--- src/rtl/router_fsm.sv ---
// router_fsm: control FSM for the 1x3 packet router (header decode, payload/parity load sequencing)
// Ports: clk, rst (sync, active-high); pkt_valid, din, fifo_full, fifo_empty_0..2, soft_reset_0..2,
// parity_done, low_pkt_valid in; write_enb_reg, detect_add, lfd_state, ld_state, laf_state,
// full_state, rst_int_reg, busy out. Define ROUTER_FSM_DBG_EN to add state_dbg[2:0].
module router_fsm #(
  parameter int ADDR_W = 2
) (
  input  logic              clk,
  input  logic              rst,
  input  logic              pkt_valid,
  input  logic [ADDR_W-1:0] din,
  input  logic              fifo_full,
  input  logic              fifo_empty_0,
  input  logic              fifo_empty_1,
  input  logic              fifo_empty_2,
  input  logic              soft_reset_0,
  input  logic              soft_reset_1,
  input  logic              soft_reset_2,
  input  logic              parity_done,
  input  logic              low_pkt_valid,
  output logic              write_enb_reg,
  output logic              detect_add,
  output logic              lfd_state,
  output logic              ld_state,
  output logic              laf_state,
  output logic              full_state,
  output logic              rst_int_reg,
  output logic              busy
`ifdef ROUTER_FSM_DBG_EN
  ,
  output logic [2:0]        state_dbg
`endif
);
  localparam int N = 2 ** ADDR_W;
  typedef enum logic [2:0] {
    DECODE_ADDRESS     = 3'd0,
    LOAD_FIRST_DATA    = 3'd1,
    LOAD_DATA          = 3'd2,
    WAIT_TILL_EMPTY    = 3'd3,
    FIFO_FULL_STATE    = 3'd4,
    LOAD_AFTER_FULL    = 3'd5,
    LOAD_PARITY        = 3'd6,
    CHECK_PARITY_ERROR = 3'd7
  } state_e;
  state_e state_q, state_d;
  logic [ADDR_W-1:0] addr_q, addr_d;
  logic [N-1:0] empty_v, srst_v;
  logic din_ok;
  // zero-extended so the invalid address 3 indexes a harmless 0
  assign empty_v = N'({fifo_empty_2, fifo_empty_1, fifo_empty_0});
  assign srst_v  = N'({soft_reset_2, soft_reset_1, soft_reset_0});
  assign din_ok  = din != ADDR_W'(3);
  always_comb begin
    state_d = state_q;
    addr_d  = addr_q;
    if (state_q != DECODE_ADDRESS && srst_v[addr_q]) state_d = DECODE_ADDRESS;
    else
      case (state_q)
        DECODE_ADDRESS:
          if (pkt_valid && din_ok) begin
            addr_d  = din;
            state_d = empty_v[din] ? LOAD_FIRST_DATA : WAIT_TILL_EMPTY;
          end
        WAIT_TILL_EMPTY:    state_d = empty_v[addr_q] ? LOAD_FIRST_DATA : WAIT_TILL_EMPTY;
        LOAD_FIRST_DATA:    state_d = LOAD_DATA;
        LOAD_DATA:          state_d = fifo_full ? FIFO_FULL_STATE : !pkt_valid ? LOAD_PARITY : LOAD_DATA;
        FIFO_FULL_STATE:    state_d = fifo_full ? FIFO_FULL_STATE : LOAD_AFTER_FULL;
        LOAD_AFTER_FULL:    state_d = parity_done ? DECODE_ADDRESS : low_pkt_valid ? LOAD_PARITY : LOAD_DATA;
        LOAD_PARITY:        state_d = CHECK_PARITY_ERROR;
        CHECK_PARITY_ERROR: state_d = fifo_full ? FIFO_FULL_STATE : DECODE_ADDRESS;
        default:            state_d = DECODE_ADDRESS;
      endcase
  end
  always_ff @(posedge clk) begin
    if (rst) begin
      state_q <= DECODE_ADDRESS;
      addr_q  <= '0;
    end else begin
      state_q <= state_d;
      addr_q  <= addr_d;
    end
  end
  assign detect_add    = state_q == DECODE_ADDRESS;
  assign lfd_state     = state_q == LOAD_FIRST_DATA;
  assign ld_state      = state_q == LOAD_DATA;
  assign laf_state     = state_q == LOAD_AFTER_FULL;
  assign full_state    = state_q == FIFO_FULL_STATE;
  assign rst_int_reg   = state_q == CHECK_PARITY_ERROR;
  assign write_enb_reg = ld_state || laf_state || state_q == LOAD_PARITY;
  assign busy          = !(detect_add || ld_state);
`ifdef ROUTER_FSM_DBG_EN
  assign state_dbg = state_q;
`endif
endmodule

--- config.mk ---
export PLATFORM = sky130hd
export DESIGN_NAME = router_fsm
export DESIGN_NICKNAME = d
export VERILOG_FILES = /design/src/rtl/router_fsm.sv
export SDC_FILE = /design/constraint.sdc
export NUM_CORES = 1
export LEC_CHECK = 0
export BUFFER_PORTS_ARGS = -buffer_cell sky130_fd_sc_hd__buf_2
export CAP_MARGIN = 20
export CORE_MARGIN = 2
export CORE_UTILIZATION = 30
export CTS_CLUSTER_DIAMETER = 60
export DETAILED_ROUTE_END_ITERATION = 16
export GPL_TIMING_DRIVEN = 0
export HOLD_SLACK_MARGIN = 0.15
export REMOVE_ABC_BUFFERS = 1
export SYNTH_ARGS = -nofsm -noshare
export SYNTH_HDL_FRONTEND = slang
export SYNTH_SLANG_ARGS = --single-unit
--- constraint.sdc ---
create_clock -name clk -period 2.6 [get_ports clk]
set_clock_uncertainty 0.15 [all_clocks]
set_input_delay 0.52 -clock clk [delete_from_list [all_inputs] [get_ports clk]]
set_output_delay 0.52 -clock clk [all_outputs]
set_load 0.05 [all_outputs]
==> metrics.txt, run 1 <==
H-tree depth=1; clock buffer depth=2; R2R depth=4; Synth-to-Final Area Change=31.3%; RSZ-0062 raised after global routing=no; CP arrival=1490 ps; CP Capture Type=output pin; hold_sp=rst; Seq/Total Area, Yosys=23.8%; Total Wirelength=915 um; vias in the first global route=455; IO buf count=21; worst skew pair latency=240 ps; GPL Wtd Cong=0.787; placed cells=90; reg2reg start=state_q[2]; CTS root buf=clkbuf_4; EDFF count, synth=0; Final Max Slew Viols=0; synthesized instance count=56; TritonCTS Buffers=3; DIE WIDTH=41.4 um; clock-pin slew on the worst setup and hold paths=40 ps; Crit Path Category=reg2out; Resized Gates After CTS=0; R2R Setup Slk=1040 ps; top cell type's share of synthesized area=23.8%; final antenna diode count=0; First DRT Iteration DRCs=5; initial antenna violation count=0; worst-path fanout max=10; layout cell share with drive strength beyond 1=40.5%; peak per-stage delay on the critical path=470 ps; min-delay worst type=in2reg; vias per inst=4.93; hold_ws=360 ps; Pwr Density=739 mW/mm2; Area contributors post-synth=dfxtp_1 24%, mux2i_1 7.1%, o21ai_0 7.1%; total negative setup slack=0 ps; Async SR Flop Fraction=0%; ANT nets after route=0; final-report setup violation count=0; synth warn=0; Synth Cell Area=420 um2; largest net degree at the start of global routing=11; Vias=463; Fmax=463 MHz; critical path cell sequence=or2b_2, o21ai_0, buf_2; Core Rows=13; CP max-delay cell=dfxtp_1; Non-Filler Instances=94; post-layout util=42.4%; Hold Path Stages=2; Pleak=0.253 nW; Startpoint Class=flop; initial cell density of the core=32.3%; WP buf/inv=1; DRC=0; status=finished, final reports clean; Setup Buffers After CTS=0; dpl hpwl=762 um; cell taking the most area after synthesis=dfxtp_1; most frequent cell after synthesis=nor2_1; Final period util=83.0%; Critical path origin=state_q[0]; Stages on worst setup path=3; gr ovfl total=0; Die Area=0.00172 mm2; Clock Sinks=5; Critical R2R Capture=addr_q[0]; end of the critical path=write_enb_reg; Synth cell types=26; Max IR drop VDD=0.286 mV; Worst EP required=1930 ps; core area=0.00130 mm2; Hold Vio Cnt, Final=0; nets@finish=94; routed len/inst=9.73 um; hold_buf cts=0; synthesized area per cell=7.51 um2; final worst path period need=2160 ps; global-route wire length before repair=1740 um; register bit total from synthesis=5; total of max-cap violations=0; Worst-Margin Slew=296 ps; Top-Level Pins=22; CTS tree=built; CP top delay family=flip-flops; Main synth FF type=dfxtp_1; synth cell count leaders=8 x nor2_1, 6 x o21ai_0, 5 x dfxtp_1, 5 x nor3_1, 4 x inv_1; DRT Pass-1 Iters=2; DIE HEIGHT=41.4 um; Max transition margin=80.3%; gr usage total=12.6%
per-stage QoR:
step / instance area [um2] / total power [W] / worst slack, ps
floorplan: 402 / 0.000274 / 73.4
global placement: 526 / 0.000322 / 714
detailed placement: 526 / 0.000324 / 692
CTS: 552 / 0.000415 / 427
global route: 552 / 0.000437 / 308
finish: 552 / 0.000408 / 441
cell type report:
cell class              instances  area, um2
clock buffers                   4       26.3
fillers                       142        749
multi-input cells              44        282
repair buffers                 21        105
flip-flops and latches          5        100
well taps                      15       18.8
inverters                       5       20.0
power by group:
| part | internal (W) | leakage (nW) | total, W | switching (W) |
|---|---|---|---|---|
| Clock | 0.0000578 | 0.0150 | 0.0000869 | 0.0000291 |
| Combinational | 0.0000713 | 0.197 | 0.000210 | 0.000139 |
| Sequential | 0.0000889 | 0.0409 | 0.000111 | 0.0000220 |
registers in the layout, indices dropped and copies added, names as in the netlist:
name,count
state_q,3
addr_q,2
placed cells by master, fill, tap and decap left out:
cell type | synthesis | final
clkbuf_4 | 0 | 3
o22ai_1 | 1 | 1
or2_2 | 1 | 1
a21oi_2 | 1 | 1
nor3_1 | 5 | 5
nand3b_1 | 3 | 3
nor3b_2 | 1 | 1
o211ai_1 | 1 | 1
nor2_1 | 8 | 8
clkinv_2 | 1 | 1
nand3_2 | 1 | 1
buf_2 | 0 | 21
o21a_1 | 1 | 1
o311a_2 | 1 | 1
clkbuf_1 | 0 | 1
nand2_1 | 3 | 3
o21ai_0 | 6 | 6
and4b_1 | 1 | 1
or2b_2 | 1 | 1
o221ai_1 | 1 | 1
nor3b_1 | 1 | 1
nand2b_1 | 1 | 1
a21oi_1 | 2 | 2
mux2i_1 | 3 | 3
inv_1 | 4 | 4
or3_4 | 1 | 1
dfxtp_1 | 5 | 5
cells by family after synthesis:
group                  after synthesis  synth area share, %
buffers and inverters                7                 9.22
flip-flops                           5                 23.8
multiplexers                         3                 7.14
AO/OA/AOI/OAI                       14                 21.4
AND/OR/NAND/NOR                     27                 38.4
routing by layer:
layer  up-vias  GRT usage (%)  routed length (um)
li1        248              -                   -
met1       205           15.5                 456
met2         8           19.7                 423
met3         2           1.74                  21
met4         0           9.03                  13
met5         -              0                   0
worst min path at each step:
| stage | end |
|---|---|
| floorplan | addr_q[0] |
| global placement | addr_q[0] |
| detailed placement | addr_q[0] |
| CTS | addr_q[0] |
| global route | addr_q[1] |
| finish | addr_q[0] |
worst register-to-register path, delay by kind of cell (launching register included):
kind             cells  cell delay [ps]
flip-flops           1              380
AND/OR/NAND/NOR      4              950
Note: power is estimated with default switching activity, not from simulation.
==> run 2: changes to the inputs <==
==> constraint.sdc (replaced) <==
create_clock -name clk -period 1.9 [get_ports clk]
set_clock_uncertainty 0.15 [all_clocks]
set_input_delay 0.38 -clock clk [delete_from_list [all_inputs] [get_ports clk]]
set_output_delay 0.38 -clock clk [all_outputs]
set_load 0.05 [all_outputs]
==> run 2 against run 1 <==
Net effect: hold slack got worse by 140 ps; final area grew 2.5%; combinational power grew 43%; utilization up 1.1 points; register-to-register slack worse by 660 ps; clock power increased by 37%; worst setup slack lost 360 ps; sequential power up 41%; sequential cell count did not move; highest routed layer is now met3.
==> metrics.txt, run 2 (synthesis gave the netlist of run 1 again) <==
ANT nets after route=0; Worst-Margin Slew=265 ps; max reg flops=3; Core Rows=13; GPL Wtd Cong=0.787; vias in the first global route=451; H-tree depth=1; Setup Buffers After CTS=0; WP buf/inv=2; Clock Sinks=5; gr ovfl total=0; CP top delay family=simple AND/OR/NAND/NOR gates; Crit Path Category=reg2out; Tot Pwr=0.000576 W; vias per inst=4.91; DIE WIDTH=41.4 um; Total Wirelength=959 um; Pwr Density=1020 mW/mm2; largest net degree at the start of global routing=11; gr usage total=12.6%; worst-path fanout max=10; commonest cells after routing, fill and taps aside=19 x buf_2, 8 x nor2_1, 6 x o21ai_0, 5 x nor3_1, 4 x inv_1; Top-Level Pins=22; First DRT Iteration DRCs=8; worst skew pair latency=240 ps; final-report setup violation count=0; Stages on worst setup path=3; CP Capture Type=output pin; IO buf count=21; DRT Pass-1 Iters=2; nets@finish=94; initial antenna violation count=0; Vias=462; Fmax=549 MHz; Worst EP required=1370 ps; TritonCTS Buffers=3; final worst path period need=1820 ps; fill count=143; peak per-stage delay on the critical path=430 ps; CTS tree=built; Die Area=0.00172 mm2; min-delay worst type=in2reg; core area=0.00130 mm2; RSZ-0062 raised after global routing=no; R2R Setup Slk=380 ps; Reg with most FFs=state_q; Max transition margin=82.3%; DRC=0; total of max-cap violations=0; final antenna diode count=0; clock-pin slew on the worst setup and hold paths=40 ps; Synth-to-Final Area Change=34.5%; Max IR drop VDD=0.452 mV; commonest non-fill, non-tap cell in the layout=buf_2; R2R depth=4; routed len/inst=10.2 um; DIE HEIGHT=41.4 um; CTS root buf=clkbuf_4; CP max-delay cell=or3_4; Largest regs=state_q x3, addr_q x2; Hold Vio Cnt, Final=0; dpl hpwl=762 um; Hold Path Stages=2; Pleak=0.258 nW; initial cell density of the core=32.3%; critical path cell sequence=or3_4, clkinv_2, buf_4; Final period util=95.9%; layout cell share with drive strength beyond 1=44.3%; post-layout util=43.5%; status=finished, final reports clean; clock buffer depth=2; global-route wire length before repair=1740 um; hold_buf cts=0; Final Max Slew Viols=0; CP arrival=1290 ps; Startpoint Class=flop; hold_ws=220 ps
-- run 2: final timing paths --
path | from | end
min reg2reg | addr_q[0] | addr_q[0]
min | rst | addr_q[0]
max reg2reg | state_q[2] | addr_q[0]
max | state_q[2] | detect_add
-- run 2: layout make-up --
cell class,count,area (um2),area share [%]
clock buffer,4,26.3,4.65
inverter,5,20.0,3.54
multi-input combinational,44,284,50.2
sequential,5,106,18.8
tap,15,18.8,3.32
timing repair buffer,21,110,19.5
-- run 2: report_power, final --
group | total [W] | switching, W | internal, W
registers | 0.000156 | 0.0000301 | 0.000125
clock network | 0.000119 | 0.0000399 | 0.0000792
logic | 0.000301 | 0.000192 | 0.000109
-- run 2: stage by stage --
stage               instance area (um2)  instances  TNS [ps]  setup slack (ps)
floorplan                           402         54      -848              -487
global placement                    526         90         0               154
detailed placement                  526         90         0               132
CTS                                 561         94         0              14.9
global route                        566         94         0              3.22
finish                              566         94         0              78.2
-- run 2: layer usage --
metal  up-vias  share of wire, %  wire length [um]  GRT usage (%)
li1        249                 -                 -              -
met3         0               2.0                19           1.74
met2         6                50               479           19.7
met5         -                 0                 0              0
met4         0                 0                 0           9.03
met1       207                48               459           15.5
-- run 2: what timing repair did --
action	CTS	global route
gates resized for setup	4	3
setup endpoints to repair	4	5
pin swaps	0	0
endpoints found under the hold margin	0	0
==> run 3: changes to the inputs <==
--- a/config.mk
+++ b/config.mk
@@ -11,8 +11,10 @@
 export CORE_UTILIZATION = 30
 export CTS_CLUSTER_DIAMETER = 60
 export DETAILED_ROUTE_END_ITERATION = 16
+export GPL_ROUTABILITY_DRIVEN = 0
 export GPL_TIMING_DRIVEN = 0
 export HOLD_SLACK_MARGIN = 0.15
+export PLACE_DENSITY = 0.66
 export REMOVE_ABC_BUFFERS = 1
 export SYNTH_ARGS = -nofsm -noshare
 export SYNTH_HDL_FRONTEND = slang
==> run 3 against run 2 <==
Net effect: die area unchanged; routed wire length decreased by 1.0%; count of clock-buffer cells in the layout unchanged; combinational power about the same; largest power group unchanged; non-clock buffer count unchanged; utilization increased by 0.19 points; sequential share of layout area decreased by 0.083 points; global-route usage increased by 0.11 points; hold slack got worse by 3.7 ps; power increased by 0.33%; cell count unchanged; clock power about the same.
==> metrics.txt, run 3 (synthesis gave the netlist of run 1 again) <==
First DRT Iteration DRCs=5; initial cell density of the core=32.3%; WP buf/inv=2; global-route wire length before repair=1680 um; ANT nets after route=0; gr usage total=12.7%; sw frac=45.7%; CTS root buf=clkbuf_4; DIE WIDTH=41.4 um; Total Wirelength=949 um; Worst-Margin Slew=266 ps; Final Max Slew Viols=0; Vias=444; pre-CTS setup slack=138 ps; nets@finish=94; Core Rows=13; commonest non-fill, non-tap cell in the layout=buf_2; Worst EP required=1370 ps; R2R depth=4; Max IR drop VDD=0.505 mV; Max transition margin=82.2%; Hold Path Stages=2; Top-Level Pins=22; Synth-to-Final Area Change=35.1%; routed len/inst=10.1 um; Final period util=96.6%; hold_buf cts=0; Reg power frac=27.0%; final-report setup violation count=0; worst skew pair latency=240 ps; post-route cell area=568 um2; hold_sp=rst; Crit Path Category=reg2out; Pwr Density=1020 mW/mm2; Fmax=545 MHz; DIE HEIGHT=41.4 um; status=finished, final reports clean; Setup WS post-layout=63.9 ps; peak per-stage delay on the critical path=430 ps; reg2reg start=state_q[2]; CP top delay family=simple AND/OR/NAND/NOR gates; R2R Setup Slk=380 ps; clock buffer depth=2; final worst path period need=1840 ps; commonest cells after routing, fill and taps aside=17 x buf_2, 8 x nor2_1, 5 x nor3_1, 5 x o21ai_0; IO buf count=21; Critical R2R Capture=addr_q[0]; post-layout util=43.7%; layout cell share with drive strength beyond 1=44.3%; Startpoint Class=flop; Clock Sinks=5; critical path cell sequence=or3_4, clkinv_2, buf_4; gr ovfl total=0; max reg flops=3; CP Capture Type=output pin; worst-path fanout max=10; Largest regs=state_q x3, addr_q x2; DRC=0; vias per inst=4.72; vias in the first global route=376; Pleak=0.255 nW; core area=0.00130 mm2; area post-placement=526 um2; TritonCTS Buffers=3; dpl hpwl=754 um; CTS tree=built; largest net degree at the start of global routing=11; Net Sw Power=0.000264 W; DRT Pass-1 Iters=2; min-delay worst type=in2reg; Hold Vio Cnt, Final=0; clock power share=20.8%; CP max-delay cell=or3_4; clock-pin slew on the worst setup and hold paths=40 ps; initial antenna violation count=0; CP arrival=1310 ps; final antenna diode count=0; Internal=0.000314 W; total of max-cap violations=0; Reg with most FFs=state_q; H-tree depth=1; Hold EP=addr_q[1]; Logic pwr share=52.2%; RSZ-0062 raised after global routing=yes; Die Area=0.00172 mm2
[run 3: how the worst max path moves through the flow]
stage	start	to	slack, ps	depth (start not counted)
6_report	state_q[2]	detect_add	60	3
5_1_grt	state_q[0]	write_enb_reg	-10	3
4_1_cts	state_q[2]	full_state	3	3
3_5_place_dp	state_q[0]	write_enb_reg	140	3
3_3_place_gp	state_q[0]	write_enb_reg	150	3
2_1_floorplan	state_q[0]	write_enb_reg	-490	2
[run 3: stage by stage]
stage	std cells	hold WS [ps]	power, W	setup TNS, ps
2_1_floorplan	54	309	0.000374	-848
3_3_place_gp	90	392	0.000440	0
3_5_place_dp	90	402	0.000442	0
4_1_cts	94	207	0.000581	0
5_1_grt	94	221	0.000629	-9.67
6_report	94	217	0.000578	0
[run 3: layout make-up]
| type | instances | area, um2 |
|---|---|---|
| clock buffer | 4 | 26.3 |
| fill | 151 | 733 |
| inverter | 5 | 20.0 |
| multi-input combinational | 44 | 282 |
| sequential | 5 | 106 |
| tap | 15 | 18.8 |
| timing repair buffer | 21 | 115 |
[run 3: power by group through the flow]
stage / Combinational [W] / Sequential [W] / Clock (W)
after floorplan: 0.000229 / 0.000145 / 0
after global placement: 0.000288 / 0.000153 / 0
after detailed placement: 0.000289 / 0.000153 / 0
after CTS: 0.000299 / 0.000154 / 0.000128
after global routing: 0.000330 / 0.000161 / 0.000138
final: 0.000302 / 0.000156 / 0.000120
[run 3: routing by layer]
| metal | vias to the layer above | wire length, um | GRT usage, % | part of all wire, % |
|---|---|---|---|---|
| li1 | 247 | - | - | - |
| met1 | 173 | 507 | 16.4 | 53 |
| met2 | 24 | 337 | 17.8 | 36 |
| met3 | 0 | 103 | 8.26 | 11 |
| met4 | 0 | 0 | 1.94 | 0 |
| met5 | - | 0 | 0 | 0 |
[run 3: what timing repair did]
action                                  4_1_cts  5_1_grt
endpoints found under the setup margin        4        6
gates resized for setup                       4        6
buffers inserted                              0        0
